File: src/rtl/ram_dma_pkg.sv
// Shared types for the RAM DMA engine: FSM state encoding, transfer mode
// encoding and small state-decoding helpers used by the top module.
package ram_dma_pkg;

  typedef enum logic [2:0] {
    S_IDLE = 3'd0,
    S_RD   = 3'd1,
    S_WR   = 3'd2,
    S_FILL = 3'd3,
    S_FIN  = 3'd4
  } state_e;

  typedef enum logic {
    MODE_COPY = 1'b0,
    MODE_FILL = 1'b1
  } mode_e;

  // True for every state that owns the RAM bus (cs high).
  function automatic logic is_access(input state_e s);
    return (s == S_RD) || (s == S_WR) || (s == S_FILL);
  endfunction

  // True for the states that write the RAM (rw low).
  function automatic logic is_write(input state_e s);
    return (s == S_WR) || (s == S_FILL);
  endfunction

endpackage

File: src/rtl/ram_dma.sv
// RAM DMA engine: byte-wise COPY (read src+i, write dst+i) or FILL
// (write fill_value to dst+i) over a single-port RAM with a registered
// read port. Addresses wrap modulo 2^A. cs/rw/addr/busy/done are
// registered from the next state; wdata is a combinational pass-through
// of rdata during WR so the read byte lands in the same cycle.
// Optional feature: define RAM_DMA_CHECKSUM_EN to enable the running
// modulo-2^D sum of written bytes on the checksum output.
module ram_dma
  import ram_dma_pkg::*;
#(
  parameter int A = 10,
  parameter int D = 8
) (
  input  logic         clk,
  input  logic         rst_n,
  input  logic         start,
  input  logic         mode,
  input  logic [A-1:0] src_addr,
  input  logic [A-1:0] dst_addr,
  input  logic [A:0]   len,
  input  logic [D-1:0] fill_value,
  output logic         busy,
  output logic         done,
  output logic         cs,
  output logic         rw,
  output logic [A-1:0] addr,
  output logic [D-1:0] wdata,
  input  logic [D-1:0] rdata,
  output logic [D-1:0] checksum
);

  state_e       state_r;
  state_e       state_nx_s;
  logic [A:0]   i_r;
  logic [A:0]   i_nx_s;
  logic         accept_s;

  mode_e        mode_r;
  logic [A-1:0] src_r;
  logic [A-1:0] dst_r;
  logic [A:0]   len_r;
  logic [D-1:0] fill_r;

  logic [A-1:0] src_nx_s;
  logic [A-1:0] dst_nx_s;
  logic [A-1:0] addr_nx_s;

  logic         busy_r;
  logic         done_r;
  logic         cs_r;
  logic         rw_r;
  logic [A-1:0] addr_r;
  logic [D-1:0] wdata_s;

  // Next-state and byte-index logic; start is only looked at in IDLE.
  always_comb begin
    state_nx_s = state_r;
    i_nx_s     = i_r;
    accept_s   = 1'b0;
    case (state_r)
      S_IDLE: begin
        if (start) begin
          accept_s = 1'b1;
          i_nx_s   = '0;
          if (len == '0) begin
            state_nx_s = S_FIN;
          end else if (mode_e'(mode) == MODE_FILL) begin
            state_nx_s = S_FILL;
          end else begin
            state_nx_s = S_RD;
          end
        end else begin
          state_nx_s = S_IDLE;
        end
      end
      S_RD: begin
        state_nx_s = S_WR;
      end
      S_WR: begin
        i_nx_s = i_r + {{A{1'b0}}, 1'b1};
        if (i_nx_s < len_r) begin
          state_nx_s = S_RD;
        end else begin
          state_nx_s = S_FIN;
        end
      end
      S_FILL: begin
        i_nx_s = i_r + {{A{1'b0}}, 1'b1};
        if (i_r == (len_r - {{A{1'b0}}, 1'b1})) begin
          state_nx_s = S_FIN;
        end else begin
          state_nx_s = S_FILL;
        end
      end
      S_FIN: begin
        state_nx_s = S_IDLE;
      end
      default: begin
        state_nx_s = S_IDLE;
      end
    endcase
  end

  // Address for the next cycle; uses the incoming bases on the accept cycle.
  always_comb begin
    src_nx_s = accept_s ? src_addr : src_r;
    dst_nx_s = accept_s ? dst_addr : dst_r;
    case (state_nx_s)
      S_RD:    addr_nx_s = src_nx_s + i_nx_s[A-1:0];
      S_WR:    addr_nx_s = dst_nx_s + i_nx_s[A-1:0];
      S_FILL:  addr_nx_s = dst_nx_s + i_nx_s[A-1:0];
      default: addr_nx_s = '0;
    endcase
  end

  // State, index, latched parameters and registered RAM/status outputs.
  always_ff @(posedge clk or negedge rst_n) begin
    if (!rst_n) begin
      state_r <= S_IDLE;
      i_r     <= '0;
      mode_r  <= MODE_COPY;
      src_r   <= '0;
      dst_r   <= '0;
      len_r   <= '0;
      fill_r  <= '0;
      busy_r  <= 1'b0;
      done_r  <= 1'b0;
      cs_r    <= 1'b0;
      rw_r    <= 1'b1;
      addr_r  <= '0;
    end else begin
      state_r <= state_nx_s;
      i_r     <= i_nx_s;
      if (accept_s) begin
        mode_r <= mode_e'(mode);
        src_r  <= src_addr;
        dst_r  <= dst_addr;
        len_r  <= len;
        fill_r <= fill_value;
      end
      busy_r <= is_access(state_nx_s);
      done_r <= (state_nx_s == S_FIN);
      cs_r   <= is_access(state_nx_s);
      rw_r   <= !is_write(state_nx_s);
      addr_r <= addr_nx_s;
    end
  end

  // Write data: read byte passes straight through in WR, fill byte in FILL.
  always_comb begin
    case (state_r)
      S_WR:    wdata_s = rdata;
      S_FILL:  wdata_s = fill_r;
      default: wdata_s = '0;
    endcase
  end

  assign busy  = busy_r;
  assign done  = done_r;
  assign cs    = cs_r;
  assign rw    = rw_r;
  assign addr  = addr_r;
  assign wdata = wdata_s;

`ifdef RAM_DMA_CHECKSUM_EN
  logic [D-1:0] sum_r;

  // Running sum of written bytes; cleared when a new transfer is accepted.
  always_ff @(posedge clk or negedge rst_n) begin
    if (!rst_n) begin
      sum_r <= '0;
    end else if (accept_s) begin
      sum_r <= '0;
    end else if (is_write(state_r)) begin
      sum_r <= sum_r + wdata_s;
    end else begin
      sum_r <= sum_r;
    end
  end

  assign checksum = sum_r;
`else
  assign checksum = '0;
`endif

endmodule

File: config.mk
export PLATFORM = sky130hd
export DESIGN_NAME = ram_dma
export DESIGN_NICKNAME = d
export VERILOG_FILES = /design/src/rtl/ram_dma_pkg.sv /design/src/rtl/ram_dma.sv
export SDC_FILE = /design/constraint.sdc
export NUM_CORES = 1
export LEC_CHECK = 0
export CAP_MARGIN = 20
export CORE_ASPECT_RATIO = 0.9
export CORE_UTILIZATION = 55
export DETAILED_ROUTE_END_ITERATION = 10
export PLACE_DENSITY = 0.85
export SLEW_MARGIN = 20
export SYNTH_ARGS = -nofsm -noshare
export SYNTH_HDL_FRONTEND = slang
export SYNTH_SLANG_ARGS = --single-unit
File: constraint.sdc
create_clock -name clk -period 11.4 [get_ports clk]
set_clock_uncertainty 0.2 [all_clocks]
set_input_delay 2.28 -clock clk [delete_from_list [all_inputs] [get_ports clk]]
set_output_delay 2.28 -clock clk [all_outputs]
set_load 0.05 [all_outputs]
==> results of run 1 <==
-- worst min path at each step --
stage,endpoint,slack (ns),depth (start not counted)
finish,src_r[3],0.30,1
global placement,src_r[8],0.28,1
CTS,src_r[3],0.30,1
global route,src_r[3],0.31,1
detailed placement,src_r[3],0.28,1
floorplan,src_r[0],0.27,1
-- power by group through the flow --
stage | Sequential (uW) | Clock [uW] | Combinational [uW]
3_3_place_gp | 412 | 0 | 838
3_5_place_dp | 416 | 0 | 867
5_1_grt | 428 | 213 | 966
6_report | 413 | 197 | 880
4_1_cts | 413 | 201 | 882
2_1_floorplan | 459 | 0 | 600
-- flip-flops by register name, indices dropped and copies added (netlist names) --
signal / count
dst_r: 10
cs: 1
i_r: 11
state_r: 3
fill_r: 8
done: 1
src_r: 10
len_r: 11
rw: 1
addr: 10
-- area by class of cell --
cell class | instances | area share, %
Multi-Input combinational cell | 273 | 42.9
Inverter | 20 | 1.54
Sequential cell | 66 | 33.9
Tap cell | 90 | 2.31
Timing Repair Buffer | 76 | 15.3
Clock buffer | 12 | 2.98
Clock inverter | 4 | 1.05
-- worst reg2reg max path, stage by stage, from the launching register on --
cell and delay, ns:
dfrtp_1 0.43, or4_4 0.60, or3_1 0.37, a2111o_1 0.46
a2111oi_4 0.35, nand4_1 0.19, nand2_2 0.37, mux2_2 0.39
ha_1 0.20, fa_1 0.42, a21o_1 0.21, a21oi_1 0.27
o21bai_1 0.10, a21oi_1 0.22, o21ai_0 0.14, xnor2_1 0.14
a21oi_1 0.05
-- cells in the mapped netlist, drive strengths merged (10+ instances only) --
cell type,count,share of area (%)
o21ai,25,3.2
dfrtp,65,41
mux2i,10,2.6
clkbuf,10,0.96
buf,14,2.5
xnor2,23,5.1
mux2,37,11
nor2,13,1.2
ha,22,7.0
nand2,26,2.6
inv,20,1.9
a21oi,19,2.4
-- kinds of logic (layout without fill, tap and decap cells) --
logic type	Yosys count	count (layout)	synth area share [%]
compound gates	80	80	13.5
other cells	1	8	0.0955
mux	47	47	13.2
simple gates	84	84	11.0
buf+inv	44	112	5.32
flops	66	66	42.1
fa+ha+maj	23	23	7.52
xor+xnor	31	31	7.27
-- through the flow --
step | cell area (um^2) | setup WS, ns | util [%] | hold WS [ns] | power (uW)
finish | 4880 | 4.97 | 72.5 | 0.297 | 1490
global route | 4880 | 4.59 | 72.5 | 0.312 | 1610
CTS | 4880 | 4.97 | 72.5 | 0.301 | 1500
detailed placement | 4680 | 4.63 | 69.6 | 0.284 | 1280
global placement | 4680 | 4.83 | 69.6 | 0.279 | 1250
floorplan | 3950 | 5.56 | - | 0.268 | 1060
-- per-layer routing --
| layer | vias up | routed length [um] | global-route usage [%] | part of all wire [%] |
|---|---|---|---|---|
| met5 | - | 0 | 0 | 0 |
| met3 | 14 | 449 | 7.78 | 5.3 |
| met4 | 0 | 108 | 7.94 | 1.3 |
| met2 | 95 | 4140 | 41.9 | 49 |
| li1 | 1464 | - | - | - |
| met1 | 1448 | 3740 | 31.0 | 44 |
==> results.cfg, run 1 <==
[job]
cap_violations = 0

[cells_and_area]
multi_input_area_um2 = 2090
final_cell_mix = clkdlybuf4s50_1 (71), dfrtp_1 (65), mux2_2 (37)
fillCellCount = 486
diodes = 0
area_growth_syn_to_layout_pct = 24.3
seq_area_um2 = 1650
final_common_cell = clkdlybuf4s50_1
finalNetCount = 520
drive_gt1_share_pct = 14.6
final_cells = 541

[power_and_ir_drop]
power.leakage_uw = 0.00212
power_frac_seq_pct = 27.7
combPwrFrac_pct = 59.1
switchingPower_uw = 664
switching_share_pct = 44.5
peakVddDrop_uv = 190
p_per_area_nw_per_um2 = 306
pwr-share-clk_pct = 13.2
p_int_uw = 827

[worst_setup_path]
regToRegSetupSlack_ns = 6.14
cp.arrival_ns = 6.44
slowest_delay_ns = 0.50
r2r_cells = 16
startpoint_type = input pin
cp-endpoint = addr[8]
r2r_start = len_r[0]
crit_path_max_fanout = 52
worst_path_max_delay_cell = buf_4
worstPathCellList = clkdlybuf4s50_1 > nor2b_1 > nor3b_2 > buf_4 > and2_1 > a21oi_1 > nor2_1 > nand2_2 > mux2_2 > ha_1 > fa_1 > a21o_1 > a21oi_1 > o21bai_1 > a21oi_1 > o21ai_0 > xnor2_1 > a21oi_1
path_depth = 18
crit_start = start
rr_endpoint = addr[8]
path_class = input pin to flop
cp.required_ns = 11.41
cp-end-kind = flop
crit_top_cell = a21oi_1
critPathTopFamily = compound AO/OA/AOI/OAI gates
cp.buffers_inverters = 2

[sta]
finalSetupTns_ns = 0
rsz0062_at_grt = no
worst-slew-pin-transition_ns = 0.896
fin_crit_ns = 6.43
relSlewSlack_pct = 40.2
finalHoldViolCount = 0
maxSlewViolCount = 0
finalCritPeriodShare_pct = 56.4
setup_viol = 0
max_freq_mhz = 156

[synth]
synth-edff-count = 0
ys_types = 56
synth-async-reset-ratio_pct = 100
synth_top_flop_cell = dfrtp_1
syn_area_um2 = 3930
yosysSeqAreaShare_pct = 42.1
avgSynthCellArea_um2 = 10.4
ys_seq_elements = 66
syn_inst = 376
yosysWarnings = 0

[grt]
grt.total_usage_pct = 24.9
grt_pass1_wl_um = 14400
grt.overflow.total = 0
antenna_found_initial = 0
grt_pass1_vias = 3114
grt_max_degree = 67

[place]
portBuffers = 72
hpwl_um = 6160
place_congestion = 0.870
dp.cells = 525

[routing]
viasPerCell = 5.58
dr.pass1.iters = 4
drt_iter0_drc = 175
ant_nets = 0
drt_wl_total_um = 8440
drc = 0
avgRoutedWirePerCell_um = 15.6
vias = 3021

[clock_network]
clk_path_buf_depth = 2
cts_htree_levels = 3
path_clk_slew_ns = 0.07
cts.sinks = 66
cts_resized = 0
numCtsBuffers = 9
postCtsHoldBufs = 0
clk_latency_ns = 0.35
post_cts_buffers = 0
cts_tree = yes
root_buffer = clkbuf_8

[floorplan]
die_area_um2 = 7480
start_util_pct = 58.4
core-area_um2 = 6730
boundaryPins = 81
rows = 28
die_w_um = 91.0
dieHeight_um = 82.1

[run_status]
status = finished clean

[hold_path]
min-delay-path-class = flop to flop
worstHoldStart = src_r[3]
No activity file was read; power rests on OpenSTA's default activity.
==> run 2, diff against run 1 <==
--- a/config.mk
+++ b/config.mk
@@ -7,9 +7,9 @@
 export LEC_CHECK = 0
 export CAP_MARGIN = 20
 export CORE_ASPECT_RATIO = 0.9
-export CORE_UTILIZATION = 55
+export CORE_UTILIZATION = 52
 export DETAILED_ROUTE_END_ITERATION = 10
-export PLACE_DENSITY = 0.85
+export PLACE_DENSITY = 0.81
 export SLEW_MARGIN = 20
 export SYNTH_ARGS = -nofsm -noshare
 export SYNTH_HDL_FRONTEND = slang
==> constraint.sdc (replaced) <==
create_clock -name clk -period 6.2 [get_ports clk]
set_clock_uncertainty 0.2 [all_clocks]
set_input_delay 1.24 -clock clk [delete_from_list [all_inputs] [get_ports clk]]
set_output_delay 1.24 -clock clk [all_outputs]
set_load 0.05 [all_outputs]
==> run 2 against run 1 <==
Against the previous run:
- wire length up 7.1%
- combinational power up 86%
- setup slack worse by 3.9 ns
- via count up 1.8%
- core utilization down 4.4 points
- cell area up 0.38%
- clock power up 88%
- critical path type is now flop to flop
- critical endpoint unchanged
==> results.cfg, run 2 (synthesis gave the netlist of run 1 again) <==
[power_and_ir_drop]
power.leakage_uw = 0.00213
peakVddDrop_uv = 339
p_per_area_nw_per_um2 = 565

[grt]
grt_pass1_vias = 3177
grt_max_degree = 67
grt.total_usage_pct = 25.1
grt_pass1_wl_um = 15100
grt.overflow.total = 0
antenna_found_initial = 0

[routing]
vias = 3074
drt_iter0_drc = 189
ant_nets = 0
drt_wl_total_um = 9040
avgRoutedWirePerCell_um = 16.6
dr.pass1.iters = 4
viasPerCell = 5.63
drc = 0

[worst_setup_path]
regToRegSetupSlack_ns = 1.08
r2r_cells = 16
r2r_start = len_r[0]
cp.arrival_ns = 5.20
cp-end-kind = flop
path_class = flop to flop
startpoint_type = flop
crit_path_max_fanout = 6
cp.required_ns = 6.29
crit_start = len_r[0]

[clock_network]
numCtsBuffers = 9
root_buffer = clkbuf_8
cts_htree_levels = 3
clk_latency_ns = 0.36
postCtsHoldBufs = 0
cts_resized = 0
path_clk_slew_ns = 0.07
cts.sinks = 66
clk_path_buf_depth = 2
cts_tree = yes
post_cts_buffers = 0

[sta]
finalSetupTns_ns = 0
setup_viol = 0
whs_ns = 0.298
max_freq_mhz = 195
finalCritPeriodShare_pct = 82.5
worst-slew-pin-transition_ns = 0.846
finalHoldViolCount = 0
relSlewSlack_pct = 43.6
rsz0062_at_grt = no
maxSlewViolCount = 0
fin_crit_ns = 5.12

[cells_and_area]
seq_area_um2 = 1650
top_regs = i_r: 11 flops, len_r: 11 flops
final_cells = 546
final_cell_mix = clkdlybuf4s50_1 (71), dfrtp_1 (65), mux2_2 (37)
diodes = 0
finalNetCount = 522
area_growth_syn_to_layout_pct = 24.7
final_common_cell = clkdlybuf4s50_1
multi_input_area_um2 = 2090
drive_gt1_share_pct = 15.0
fillCellCount = 535

[hold_path]
hold_depth = 1
worstHoldStart = dst_r[0]
min-delay-path-class = flop to flop

[place]
place_congestion = 0.846
portBuffers = 72
hpwl_um = 6600
dp.cells = 530

[floorplan]
boundaryPins = 81
start_util_pct = 54.6
die_w_um = 93.6
die_area_um2 = 7900
core-area_um2 = 7180
dieHeight_um = 84.4
rows = 29

[run_status]
status = finished clean

[job]
cap_violations = 0
==> run 2: cell types whose count changed in the layout (fill, tap and decap cells not counted) <==
cell and delta:
buf_4 +2
==> run 2: worst paths after layout <==
kind	to
worst min register to register	dst_r[0]
min in group asynchronous	addr[7]
worst max-delay path	addr[8]
worst max register to register	addr[8]
max in group asynchronous	len_r[6]
worst min-delay path	dst_r[0]
==> run 2: area by class of cell <==
cell class / count / area share [%]
Sequential cell: 66 / 33.8
Timing Repair Buffer: 78 / 15.5
Multi-Input combinational cell: 273 / 42.8
Clock buffer: 12 / 2.96
Tap cell: 93 / 2.38
Inverter: 20 / 1.53
Clock inverter: 4 / 1.05
==> run 2: where the power goes <==
part	total (uW)	internal [uW]	switching, uW
combinational	1640	709	929
clock	370	197	173
sequential	761	619	141
total	2770	1530	1240
==> run 2: layer usage <==
| layer | share of wire (%) | vias to the layer above | track usage (%) |
|---|---|---|---|
| met5 | 0 | - | 0 |
| met4 | 2.4 | 0 | 9.65 |
| met3 | 6.4 | 24 | 7.25 |
| met2 | 48 | 118 | 40.2 |
| met1 | 44 | 1474 | 32.3 |
| li1 | - | 1458 | - |
==> run 2: through the flow <==
stage	utilization, %	setup WS (ns)	total power (uW)	cell area (um^2)
2_1_floorplan	-	1.40	1950	3950
3_3_place_gp	65.4	1.01	2300	4700
3_5_place_dp	65.4	0.871	2380	4700
4_1_cts	68.1	1.12	2760	4900
5_1_grt	68.1	0.818	2970	4900
6_report	68.1	1.08	2770	4900
==> run 2: critical path, cell delays in order, from the launching register on <==
cell	delay [ns]
dfrtp_1	0.44
or4_4	0.61
or3_1	0.37
a2111o_1	0.46
a2111oi_4	0.31
nand4_1	0.22
nand2_2	0.20
mux2_2	0.36
ha_1	0.21
fa_1	0.42
a21o_1	0.21
a21oi_1	0.26
o21bai_1	0.11
a21oi_1	0.24
o21ai_0	0.16
xnor2_1	0.14
a21oi_1	0.12
==> run 3, diff against run 2 <==
--- a/config.mk
+++ b/config.mk
@@ -7,9 +7,9 @@
 export LEC_CHECK = 0
 export CAP_MARGIN = 20
 export CORE_ASPECT_RATIO = 0.9
-export CORE_UTILIZATION = 52
+export CORE_UTILIZATION = 47
 export DETAILED_ROUTE_END_ITERATION = 10
-export PLACE_DENSITY = 0.81
+export PLACE_DENSITY = 0.77
 export SLEW_MARGIN = 20
 export SYNTH_ARGS = -nofsm -noshare
 export SYNTH_HDL_FRONTEND = slang
==> constraint.sdc (replaced) <==
create_clock -name clk -period 4.15 [get_ports clk]
set_clock_uncertainty 0.2 [all_clocks]
set_input_delay 0.83 -clock clk [delete_from_list [all_inputs] [get_ports clk]]
set_output_delay 0.83 -clock clk [all_outputs]
set_load 0.05 [all_outputs]
==> run 3 against run 2 <==
Against the previous run:
- the flow now finishes with violations (setup timing)
- critical path type unchanged
- combinational power increased by 96%
- non-clock buffer count rose by 74
- sequential share of layout area down 4.6 points
- final cell count is 15% higher
- power is 80% higher
- sequential cell count unchanged
- wire length grew 16%
- register-to-register slack lost 1.5 ns
- worst hold slack worse by 0.16 ns
==> results.cfg, run 3 (synthesis gave the netlist of run 1 again) <==
[floorplan]
start_util_pct = 48.7
rows = 31
core-area_um2 = 8070
boundaryPins = 81
die_w_um = 98.3
dieHeight_um = 88.7
die_area_um2 = 8720

[sta]
worst-slew-pin-transition_ns = 0.696
fin_crit_ns = 4.53
relSlewSlack_pct = 53.2
finalSetupTns_ns = -1.05
fin_ws_ns = -0.383
finalCritPeriodShare_pct = 109
max_freq_mhz = 221
finalHoldViolCount = 0
rsz0062_at_grt = yes
setup_viol = 5
maxSlewViolCount = 0

[power_and_ir_drop]
p_per_area_nw_per_um2 = 878
power_frac_seq_pct = 22.0
power.leakage_uw = 0.00254
switching_share_pct = 42.3
switchingPower_uw = 2100
combPwrFrac_pct = 64.5
pwr-share-clk_pct = 13.5
power_uw = 4980
peakVddDrop_uv = 470
p_int_uw = 2870

[run_status]
status = finished, violations left
violations = setup timing

[clock_network]
root_buffer = clkbuf_8
clk_path_buf_depth = 2
path_clk_slew_ns = 0.08
clk_latency_ns = 0.35
numCtsBuffers = 9
cts_tree = yes
postCtsHoldBufs = 0
cts.sinks = 66
cts_htree_levels = 3

[cells_and_area]
area_growth_syn_to_layout_pct = 44.5
diodes = 0
fillCellCount = 559
final_common_cell = buf_4
final_cell_mix = buf_4 (76), clkdlybuf4s50_1 (71), dfrtp_1 (65)
top_regs = i_r: 11 flops, len_r: 11 flops
drive_gt1_share_pct = 30.6
post-route-util_pct = 70.3
finalNetCount = 596

[grt]
grt.total_usage_pct = 25.3
grt_max_degree = 46
antenna_found_initial = 0
grt_pass1_vias = 3523
grt_pass1_wl_um = 17000
grt.overflow.total = 0

[worst_setup_path]
path_class = flop to flop
worst_path_max_delay_cell = or4_4
cp.arrival_ns = 4.58
cp.required_ns = 4.20
crit_path_max_fanout = 2
worstPathCellList = or4_4 > or3_1 > a2111o_1 > a2111oi_4 > nand4_1 > buf_4 > buf_4 > buf_4 > buf_4 > buf_4 > buf_4 > buf_4 > buf_4 > buf_4 > buf_4 > buf_4 > buf_4 > buf_4 > buf_4 > buf_4 > nand3_2 > o31ai_2
crit_start = len_r[1]
cp-end-kind = flop
r2r_start = len_r[1]
startpoint_type = flop
slowest_delay_ns = 0.53
crit_top_cell = buf_4

[routing]
dr.pass1.iters = 7
avgRoutedWirePerCell_um = 16.8
drt_iter0_drc = 174
viasPerCell = 5.42
drc = 0
ant_nets = 0
drt_wl_total_um = 10500
vias = 3395

[place]
portBuffers = 72
place_ws_ns = -0.417
place_congestion = 0.930
hpwl_um = 7130

[job]
cap_violations = 0

[hold_path]
min-delay-path-class = input pin to asynchronous set/reset pin
run 3: power by group through the flow:
stage	logic [uW]	clock network [uW]	registers, uW
detailed placement	2890	0	1110
floorplan	1750	0	1260
CTS	3020	680	1100
finish	3210	673	1100
global route	3480	713	1130
global placement	2790	0	1100
run 3: metrics by stage:
step,instances,hold slack (ns),cell area (um^2)
finish,626,0.135,5670
CTS,622,0.304,5580
detailed placement,588,0.285,5170
global route,626,0.140,5670
global placement,588,0.280,5170
floorplan,383,0.268,4020
run 3: routing by layer:
layer	vias to the layer above	GRT usage (%)	routed length, um
met5	-	0	0
met1	1620	31.6	4560
li1	1613	-	-
met3	31	3.95	513
met4	0	12.3	321
met2	131	43.7	5100
run 3: worst max-delay path, delay by kind of cell, from the launching register on:
kind,cells,cell delay (ns)
flops,1,0.38
compound gates,3,0.71
buf+inv,15,1.96
simple gates,4,1.15
run 3: what timing repair did:
| action | in CTS | in global routing |
|---|---|---|
| resized for setup | 8 | 10 |
| hold endpoints to repair | 0 | 0 |
| buffers inserted | 18 | 4 |
| setup endpoints to repair | 5 | 7 |
| pin swaps | 5 | 8 |
run 3: path summary, 6_finish.rpt:
kind                            endpoint  slack [ns]  depth (start not counted)
max in group asynchronous       len_r[2]        3.01                          2
worst min register to register  dst_r[7]        0.30                          1
min in group clk                dst_r[7]        0.30                          1
worst min-delay path            dst_r[9]        0.13                          1
worst max-delay path             addr[9]       -0.38                         22
worst max register to register   addr[9]       -0.38                         22
run 3: layout make-up:
| class | count | area, um^2 | area share (%) |
|---|---|---|---|
| Tap cell | 99 | 124 | 2.18 |
| Multi-Input combinational cell | 273 | 2240 | 39.5 |
| Sequential cell | 66 | 1650 | 29.1 |
| Inverter | 20 | 75.1 | 1.32 |
| Clock buffer | 10 | 128 | 2.25 |
| Timing Repair Buffer | 152 | 1340 | 23.6 |
| Clock inverter | 6 | 114 | 2.01 |
